<file path="src/rtl/product_accumulator.sv">
// product_accumulator: sums a frame of unsigned products (LEN of them, or fewer
// when in_last closes the frame early) and presents sum, count and a sticky
// overflow flag on a valid/ready result port. All outputs are registered.
module product_accumulator #(
    parameter  int PROD_W = 8,
    parameter  int ACC_W  = 16,
    parameter  int LEN    = 4,
    localparam int CNT_W  = $clog2(LEN + 1)
) (
    input  logic              clk,
    input  logic              rst,
    input  logic              in_valid,
    output logic              in_ready,
    input  logic [PROD_W-1:0] in_prod,
    input  logic              in_last,
    output logic              out_valid,
    input  logic              out_ready,
    output logic [ACC_W-1:0]  out_sum,
    output logic [CNT_W-1:0]  out_count,
    output logic              out_ovf
);

    typedef enum logic [0:0] {
        ST_ACC  = 1'b0,
        ST_HOLD = 1'b1
    } state_t;

    state_t             state_q;
    logic [ACC_W-1:0]   acc_q;
    logic [CNT_W-1:0]   cnt_q;
    logic               ovf_q;
    logic               in_ready_q;
    logic               out_valid_q;
    logic [ACC_W-1:0]   sum_q;
    logic [CNT_W-1:0]   count_q;
    logic               ovfo_q;

    logic [ACC_W:0]     sum_ext;
    logic [ACC_W-1:0]   acc_d;
    logic [CNT_W-1:0]   cnt_d;
    logic               ovf_d;
    logic               accept;
    logic               frame_end;

    // Next accumulator value with carry-out, and frame termination decision.
    always_comb begin
        sum_ext   = {1'b0, acc_q} + (ACC_W + 1)'(in_prod);
        acc_d     = sum_ext[ACC_W-1:0];
        ovf_d     = ovf_q | sum_ext[ACC_W];
        cnt_d     = cnt_q + CNT_W'(1);
        accept    = in_valid & in_ready_q;
        frame_end = (cnt_q == CNT_W'(LEN - 1)) | in_last;
    end

    // Two-state frame FSM: accumulate in ST_ACC, present the result in ST_HOLD.
    always_ff @(posedge clk) begin
        if (rst) begin
            state_q     <= ST_ACC;
            acc_q       <= '0;
            cnt_q       <= '0;
            ovf_q       <= 1'b0;
            in_ready_q  <= 1'b1;
            out_valid_q <= 1'b0;
            sum_q       <= '0;
            count_q     <= '0;
            ovfo_q      <= 1'b0;
        end else if (state_q == ST_ACC) begin
            if (accept) begin
                acc_q <= acc_d;
                cnt_q <= cnt_d;
                ovf_q <= ovf_d;
                if (frame_end) begin
                    sum_q       <= acc_d;
                    count_q     <= cnt_d;
                    ovfo_q      <= ovf_d;
                    state_q     <= ST_HOLD;
                    in_ready_q  <= 1'b0;
                    out_valid_q <= 1'b1;
                end
            end
        end else begin
            if (out_ready) begin
                acc_q       <= '0;
                cnt_q       <= '0;
                ovf_q       <= 1'b0;
                state_q     <= ST_ACC;
                in_ready_q  <= 1'b1;
                out_valid_q <= 1'b0;
            end
        end
    end

    assign in_ready  = in_ready_q;
    assign out_valid = out_valid_q;
    assign out_sum   = sum_q;
    assign out_count = count_q;
    assign out_ovf   = ovfo_q;

endmodule

</file>
<file path="config.mk">
export PLATFORM = sky130hd
export DESIGN_NAME = product_accumulator
export DESIGN_NICKNAME = d
export VERILOG_FILES = /design/src/rtl/product_accumulator.sv
export SDC_FILE = /design/constraint.sdc
export NUM_CORES = 1
export LEC_CHECK = 0
export ABC_AREA = 1
export CAP_MARGIN = 20
export CORE_MARGIN = 3
export CORE_UTILIZATION = 48
export CTS_CLUSTER_DIAMETER = 100
export DETAILED_ROUTE_END_ITERATION = 10
export PLACE_DENSITY = 0.82
export REMOVE_ABC_BUFFERS = 1
export SLEW_MARGIN = 0
export SYNTH_ARGS = -nofsm -noshare
export SYNTH_HDL_FRONTEND = slang
export SYNTH_SLANG_ARGS = --single-unit
</file>
<file path="constraint.sdc">
create_clock -name clk -period 1.9 [get_ports clk]
set_clock_uncertainty 0.1 [all_clocks]
set_input_delay 0.19 -clock clk [delete_from_list [all_inputs] [get_ports clk]]
set_output_delay 0.19 -clock clk [all_outputs]
set_load 0.03 [all_outputs]
</file>
==> summary.md, run 1 <==
| Metric | Value |
|---|---|
| Synthesized area | `2310 um^2` |
| Worst Hold End | `out_count[1]` |
| Post-synth EDFFs | `0` |
| DRC Markers | `0` |
| Cell taking the most area after synthesis | `dfxtp_1` |
| Maximum clock path buffer count | `2` |
| Seq/Total Area, Yosys | `0.373` |
| CP Launch Type | `flip-flop` |
| Commonest non-fill, non-tap cell in the layout | `nand2_1` |
| Drt wl/cell | `12.2 um` |
| FF-to-FF setup slack | `70 ps` |
| Via count | `2220` |
| Synth area leaders | `dfxtp_1 (37%), nand2_1 (18%), inv_1 (6.7%)` |
| # clock sinks | `43` |
| Syn avg cell area | `just under 7 um^2` |
| Register area | `approximately 860 um^2` |
| Crit-path leading delay family | `simple AND/OR/NAND/NOR gates` |
| Cell area after layout | `2940 um^2` |
| Hold Fails Final Rpt | `0` |
| Max stage delay on crit path | `340 ps` |
| Starting Density | `0.512` |
| First-pass GRT wire length | `approximately 9500 um` |
| Max Cap Viol | `0` |
| Post-Syn Instances | `343` |
| Levels on crit path | `11` |
| Port bufs | `34` |
| Cell Pwr Density | `798 nW/um^2` |
| Area of the multi-input gates | `about 1200 um^2` |
| Slew margin rel. | `0.654` |
| Hold path startpoint | `out_count[1]` |
| Slew Limit Fails | `0` |
| Most Frequent Cell on Critical Path | `nand2_1` |
| Warnings from Yosys | `0` |
| Hold depth | `2` |
| #FFs+latches synth | `43` |
| Worst-path cell chain | `ha_2, fa_2, nand2_1, nand2_1, and2_4, nand3_2, nand2_2, nand2_1, nand2_1, o21ai_1, inv_1` |
| Worst setup startpoint | `acc_q[0]` |
| Clock root cell | `clkbuf_8` |
| Setup TNS | `0 ps` |
| Chip width | `about 75 um` |
| Vias/cell | `around 5` |
| Antenna cells | `0` |
| Final non-filler cell total | `445` |
| Fin crit period | `approximately 1800 ps` |
| CP Max Fanout | `3` |
| Part of the cycle the worst path needs | `0.963` |
| Filler instances | `425` |
| Clk_lat worst skew | `300 ps` |
| Finish-stage setup viols | `0` |
| WP data required | `2010 ps` |
| Kind of critical path | `flip-flop to flip-flop` |
| Initial DRC Count | `177` |
| Peak VDD IR | `0.000527 V` |
| Crit path buffers/inverters | `1` |
| Placed cells | `436` |
| Pin count of the biggest net entering global routing | `24` |
| Total power | `2.35 mW` |
| R2r worst-path depth | `11` |
| Worst-path clk slew | `~90 ps` |
| Crit Reg-Reg Endpoint | `out_sum[12]` |
| Number of global-route vias before repair | `about 2300` |
| DR pass1 iterations | `4` |
| CTS buffer count | `5` |
| Die Footprint | `5670 um^2` |
| Final WL | `5430 um` |
| Share of the synthesized area in the top cell type | `0.373` |
| Top_reg_cell synth | `dfxtp_1` |
| Tightest Pin Transition | `515 ps` |
| P_leak | `1.43 nW` |
| CTS tree | `built` |
| Crit end category | `flip-flop` |
| Share of cells above drive strength 1 | `0.130` |
| Reg-to-reg startpoint | `acc_q[0]` |
| CP arrival | `1940 ps` |
| Grt total ovfl | `0` |
| Post-CTS Hold Fix Bufs | `0` |
| DP Area | `approximately 2800 um^2` |
| Initial antenna violation count | `0` |
| Synth-to-Final Area Change | `27.5%` |
| CP max-delay cell | `fa_2` |
| Final core occ | `0.653` |
| Ys async rst share | `0` |
| Fmax | `0.546 GHz` |
| Commonest non-fill, non-tap cells in the layout | `nand2_1 (106), dfxtp_1 (42), inv_1 (41)` |
| Post-DRT Antenna Nets | `0` |
| HP Class | `flip-flop to flip-flop` |
| IO Pins | `35` |
| Routability congestion estimate | `0.900` |
| Placed wire-length estimate | `between 3000 and 4000 um` |
| Core area | `4500 um^2` |
| Nets@finish | `about 420` |
| Rows | `24` |
| Die Ht | `75.3 um` |
| Outcome | `complete, no violations` |
| CTS HTree Levels | `2` |
| Total track usage | `0.215` |
| Unique masters post-synth | `34` |
## how the worst max path moves through the flow
stage	end	slack, ps
after detailed placement	out_ovf	-310
after floorplan	out_sum[8]	-20
final	out_sum[12]	70
after global placement	out_ovf	-250
after global routing	out_sum[12]	-30
after CTS	out_ovf	30
## synth_stat cells (3+ instances only)
| library cell | n |
|---|---|
| nand2_1 | 110 |
| dfxtp_1 | 43 |
| inv_1 | 41 |
| nor2_1 | 38 |
| a21oi_1 | 24 |
| nand3_1 | 21 |
| o21ai_0 | 11 |
| ha_1 | 10 |
| inv_2 | 5 |
| xor2_1 | 5 |
| nand2_2 | 3 |
| nand3b_1 | 3 |
## report_power, final
group / leakage [nW] / switching [mW] / internal, mW / total (mW)
Clock: 0.0581 / 0.330 / 0.392 / 0.722
Sequential: 0.352 / 0.0424 / 0.966 / 1.01
Combinational: 1.02 / 0.354 / 0.263 / 0.618
## worst min-delay path, cell delays in order (launching register included)
cell and delay [ps]:
dfxtp_1 320, nand2_1 60, a21oi_1 50
## registers in the layout (all words and copies together) (netlist names)
name,count
acc_q,16
cnt_q,3
out_count,3
out_ovf,1
out_valid,1
ovf_q,1
out_sum,16
in_ready,1
state_q,1
## timing repair
item / CTS / global route
resized for setup: 2 / 10
pin swaps: 0 / 2
buffers inserted: 0 / 1
endpoints found under the setup margin: 1 / 11
## cell type report
| class | count | share of cell area |
|---|---|---|
| inverters | 46 | 0.0587 |
| well taps | 52 | 0.0221 |
| clock inverters | 3 | 0.0149 |
| clock buffers | 5 | 0.0234 |
| flip-flops and latches | 43 | 0.293 |
| multi-input cells | 244 | 0.422 |
| repair buffers | 52 | 0.166 |
## through the flow
step	hold slack, ps	setup WS, ps
floorplan	152	-21.1
global placement	344	-248
detailed placement	360	-309
CTS	373	31.1
global route	389	-28.5
finish	370	69.9
## cell families after synthesis
group,share of synthesized area
compound gates,0.0971
xor+xnor,0.0228
fa+ha+maj,0.0629
buf+inv,0.102
flops,0.373
simple gates,0.342
## per-layer routing
metal,up-vias,part of all wire,global-route usage
met1,983,0.45,0.255
met2,60,0.47,0.378
met5,-,0,0
met3,11,0.061,0.0409
li1,1166,-,-
met4,0,0.018,0.0932
Power figures use the tool's default switching activity.
==> run 2, diff against run 1 <==
CORE_ASPECT_RATIO = 1.1   (was default)
==> summary.md, run 2 (synthesis results as in run 1) <==
| Metric | Value |
|---|---|
| CTS resizes | `0` |
| IO Pins | `35` |
| Filler instances | `405` |
| Grt met1 use | `0.227` |
| CTS tree | `built` |
| Routability congestion estimate | `0.911` |
| CTS HTree Levels | `2` |
| Setup TNS | `0 ps` |
| DRC Markers | `0` |
| Commonest non-fill, non-tap cell in the layout | `nand2_1` |
| Die Footprint | `5680 um^2` |
| First-pass GRT wire length | `9200 um` |
| Post-DRT Antenna Nets | `0` |
| Peak VDD IR | `around 0.00042 V` |
| RSZ-0062 raised after global routing | `false` |
| Kind of critical path | `input pin to flip-flop` |
| Gate power share | `0.270` |
| Maximum clock path buffer count | `2` |
| Clock power frac | `0.286` |
| Final WL | `5050 um` |
| Grt total ovfl | `0` |
| Final non-filler cell total | `447` |
| Drt wl/cell | `11.3 um` |
| Tightest Pin Transition | `~350 ps` |
| Fin crit period | `1790 ps` |
| Antenna cells | `0` |
| P_leak | `1.41 nW` |
| Sw Share | `0.311` |
| Setup ws final | `108 ps` |
| Via count | `2222` |
| CP Launch Type | `input pin` |
| FF-to-FF setup slack | `110 ps` |
| Port bufs | `34` |
| Pin count of the biggest net entering global routing | `21` |
| Post-CTS Hold Fix Bufs | `0` |
| Worst-path clk slew | `approximately 80 ps` |
| Slew Limit Fails | `0` |
| # clock sinks | `43` |
| Rows | `25` |
| Fmax | `0.558 GHz` |
| HP Class | `flip-flop to flip-flop` |
| Vias/cell | `4.97` |
| Cell Pwr Density | `776 nW/um^2` |
| Most Frequent Cell on Critical Path | `nand2_1` |
| Placed wire-length estimate | `between 3000 and 4000 um` |
| Clk_lat worst skew | `300 ps` |
| Nets@finish | `between 400 and 500` |
| Finish-stage setup viols | `0` |
| Core area | `between 4000 and 5000 um^2` |
| Chip width | `72.1 um` |
| Max Cap Viol | `0` |
| Part of the cycle the worst path needs | `0.943` |
| GR peak layer | `met2` |
| WP data required | `2030 ps` |
| Share of cells above drive strength 1 | `0.122` |
| Hold Fails Final Rpt | `0` |
| Final core occ | `0.653` |
| Max stage delay on crit path | `420 ps` |
| Starting Density | `0.516` |
| P_sw | `0.705 mW` |
| Placed cells | `~440` |
| Outcome | `complete, no violations` |
| Commonest non-fill, non-tap cells in the layout | `nand2_1 (108), dfxtp_1 (42), inv_1 (41)` |
| Synth-to-Final Area Change | `26.5%` |
| Placement Setup Slack | `-274 ps` |
| Number of global-route vias before repair | `2237` |
| Internal power | `1.56 mW` |
| Slew margin rel. | `0.767` |
| DR pass1 iterations | `4` |
| Total track usage | `0.199` |
| Postcts setup bufs | `0` |
| Min Hold Slack | `361 ps` |
| Crit end category | `flip-flop` |
| Worst-path cell chain | `clkdlybuf4s50_1, ha_1, or2_1, nand3_1, nand2_1, xor2_1, nand2_1, a21oi_1` |
| Initial antenna violation count | `0` |
| Die Ht | `78.7 um` |
| Met3 usage | `0.0418` |
| Clock root cell | `clkbuf_8` |
| CTS buffer count | `5` |
| CP arrival | `1920 ps` |
| CP max-delay cell | `clkdlybuf4s50_1` |
| Initial DRC Count | `100` |
| CP Max Fanout | `3` |
| Flop pwr share | `0.444` |
| Met2 Use GR | `0.356` |
## run 2: path summary, 6_finish.rpt
kind                            cells after the start        from   endpoint
worst max-delay path                                8  in_prod[2]   acc_q[7]
worst min register to register                      2   out_valid  out_valid
worst min-delay path                                2   out_valid  out_valid
worst max register to register                     11    acc_q[0]    out_ovf
## run 2: area by class of cell
type | count | area, um^2 | share of cell area
flip-flops and latches | 43 | 862 | 0.295
clock inverters | 1 | 7.51 | 0.00257
repair buffers | 52 | 488 | 0.167
inverters | 46 | 173 | 0.0592
clock buffers | 7 | 96.3 | 0.0330
well taps | 54 | 67.6 | 0.0231
multi-input cells | 244 | 1220 | 0.420
## run 2: per-stage QoR
step | power (mW) | instance area [um^2]
floorplan | 1.38 | 2240
global placement | 1.62 | 2800
detailed placement | 1.63 | 2800
CTS | 2.28 | 2900
global route | 2.39 | 2920
finish | 2.27 | 2920
## run 2: critical path, delay by kind of cell
| family | cells | cell delay (ps) |
|---|---|---|
| xor+xnor | 1 | 260 |
| fa+ha+maj | 1 | 330 |
| simple gates | 4 | 580 |
| compound gates | 1 | 150 |
| buf+inv | 1 | 420 |
## run 2: metal layers
| layer | routed length (um) | vias up |
|---|---|---|
| met5 | 0 | - |
| met4 | 84 | 0 |
| met3 | 211 | 8 |
| met2 | 2460 | 41 |
| met1 | 2300 | 1002 |
| li1 | - | 1171 |
## run 2: power groups by stage
stage	Sequential (mW)	Clock (mW)	Combinational, mW
3_3_place_gp	1.02	0	0.591
5_1_grt	1.02	0.695	0.678
4_1_cts	1.01	0.668	0.609
6_report	1.01	0.648	0.611
3_5_place_dp	1.03	0	0.604
2_1_floorplan	1.09	0	0.283
==> run 3, diff against run 2 <==
REMOVE_ABC_BUFFERS = default   (was 1)
==> summary.md, run 3 (synthesis results as in run 1) <==
| Metric | Value |
|---|---|
| Final non-filler cell total | `442` |
| Hold Fails Final Rpt | `0` |
| CTS tree | `built` |
| Die Footprint | `5680 um^2` |
| Initial DRC Count | `86` |
| DRC Markers | `0` |
| Cell Pwr Density | `~760 nW/um^2` |
| Final WL | `5150 um` |
| CTS HTree Levels | `2` |
| Slew margin rel. | `0.728` |
| Fmax | `0.566 GHz` |
| Starting Density | `0.516` |
| Worst-path cell chain | `ha_2, fa_2, nand2_1, nand2_1, nand3b_1, nand2_1, xor2_1, o21ai_0, inv_1` |
| Part of the cycle the worst path needs | `0.931` |
| Total track usage | `0.194` |
| Clock root cell | `clkbuf_8` |
| Tightest Pin Transition | `404 ps` |
| Commonest non-fill, non-tap cell in the layout | `nand2_1` |
| Chip width | `72.1 um` |
| RSZ-0062 raised after global routing | `false` |
| Kind of critical path | `flip-flop to flip-flop` |
| Placed wire-length estimate | `3740 um` |
| Outcome | `complete, no violations` |
| Maximum clock path buffer count | `2` |
| Clk_lat worst skew | `310 ps` |
| Worst-path clk slew | `80 ps` |
| Drt wl/cell | `around 12 um` |
| Routability congestion estimate | `approximately 0.95` |
| Max stage delay on crit path | `350 ps` |
| Nets@finish | `411` |
| Peak VDD IR | `0.000481 V` |
| Synth-to-Final Area Change | `24.5%` |
| CP Max Fanout | `3` |
| Core area | `between 4000 and 5000 um^2` |
| Pin count of the biggest net entering global routing | `24` |
| Post-DRT Antenna Nets | `0` |
| Vias/cell | `5.00` |
| Cell area after layout | `about 2900 um^2` |
| Crit end category | `flip-flop` |
| Max Cap Viol | `0` |
| Setup ws final | `132 ps` |
| First-pass GRT wire length | `slightly below 9000 um` |
| Commonest non-fill, non-tap cells in the layout | `nand2_1 (109), dfxtp_1 (43), inv_1 (41)` |
| IO Pins | `35` |
| P_leak | `1.38 nW` |
| Placement Setup Slack | `-292 ps` |
| Initial antenna violation count | `0` |
| CP Launch Type | `flip-flop` |
| Slew Limit Fails | `0` |
| Antenna cells | `0` |
| CP max-delay cell | `fa_2` |
| CTS buffer count | `5` |
| WP data required | `2000 ps` |
| Share of cells above drive strength 1 | `0.106` |
| Fin crit period | `1770 ps` |
| Port bufs | `34` |
| FF-to-FF setup slack | `130 ps` |
| Mapped Nets | `367` |
| Die Ht | `around 80 um` |
| DR pass1 iterations | `4` |
| Placed cells | `roughly 430` |
| DP Area | `2760 um^2` |
| Via count | `between 2000 and 2500` |
| Grt total ovfl | `0` |
| Rows | `25` |
| Filler instances | `379` |
| Number of global-route vias before repair | `2105` |
| CP arrival | `approximately 1900 ps` |
| # clock sinks | `43` |
| Finish-stage setup viols | `0` |
| HP Class | `flip-flop to flip-flop` |
| Most Frequent Cell on Critical Path | `nand2_1` |
-- run 3: stage by stage --
stage	hold slack (ps)	TNS [ps]	power, mW	util
6_report	372	0	2.20	0.642
5_1_grt	389	0	2.31	0.642
4_1_cts	370	0	2.21	0.637
3_5_place_dp	361	-4240	1.61	0.618
3_3_place_gp	342	-3660	1.61	0.618
2_1_floorplan	193	0	1.40	-
-- run 3: where the power goes --
group / internal (mW) / switching (mW)
logic: 0.254 / 0.347
registers: 0.966 / 0.0403
clock network: 0.257 / 0.332
-- run 3: path summary, 6_finish.rpt --
path,startpoint,to,cells after the start
hold / removal,out_valid,out_valid,2
hold reg to reg,out_valid,out_valid,2
setup reg to reg,acc_q[0],out_sum[6],9
setup / recovery,acc_q[0],out_sum[6],9
-- run 3: worst max-delay path: cells and delay by family (launching register included) --
family	cells	cell delay, ps
AOI/OAI and AO/OA	1	150
DFF	1	320
adders and majority gates	2	530
xor gates and xnor gates	1	180
buffers and inverters	1	60
and+or+nand+nor	4	320
-- run 3: what timing repair did --
item                                    CTS  global route
gates resized for setup                   0             6
setup buffers                             0             0
hold buffers                              0             0
endpoints found under the setup margin    0            15
-- run 3: layout make-up --
class	instances	area (um^2)	share of cell area
clock buffers	6	72.6	0.0253
clock inverters	2	12.5	0.00436
inverters	46	173	0.0601
multi-input cells	244	1230	0.430
flip-flops and latches	43	861	0.300
well taps	54	67.6	0.0235
repair buffers	47	450	0.157
-- run 3: layer usage --
layer | GRT usage | share of wire | vias up
met5 | 0 | 0 | -
met4 | 0.0733 | 0.018 | 0
met1 | 0.219 | 0.43 | 1000
met2 | 0.352 | 0.51 | 47
met3 | 0.0405 | 0.044 | 10
li1 | - | - | 1152
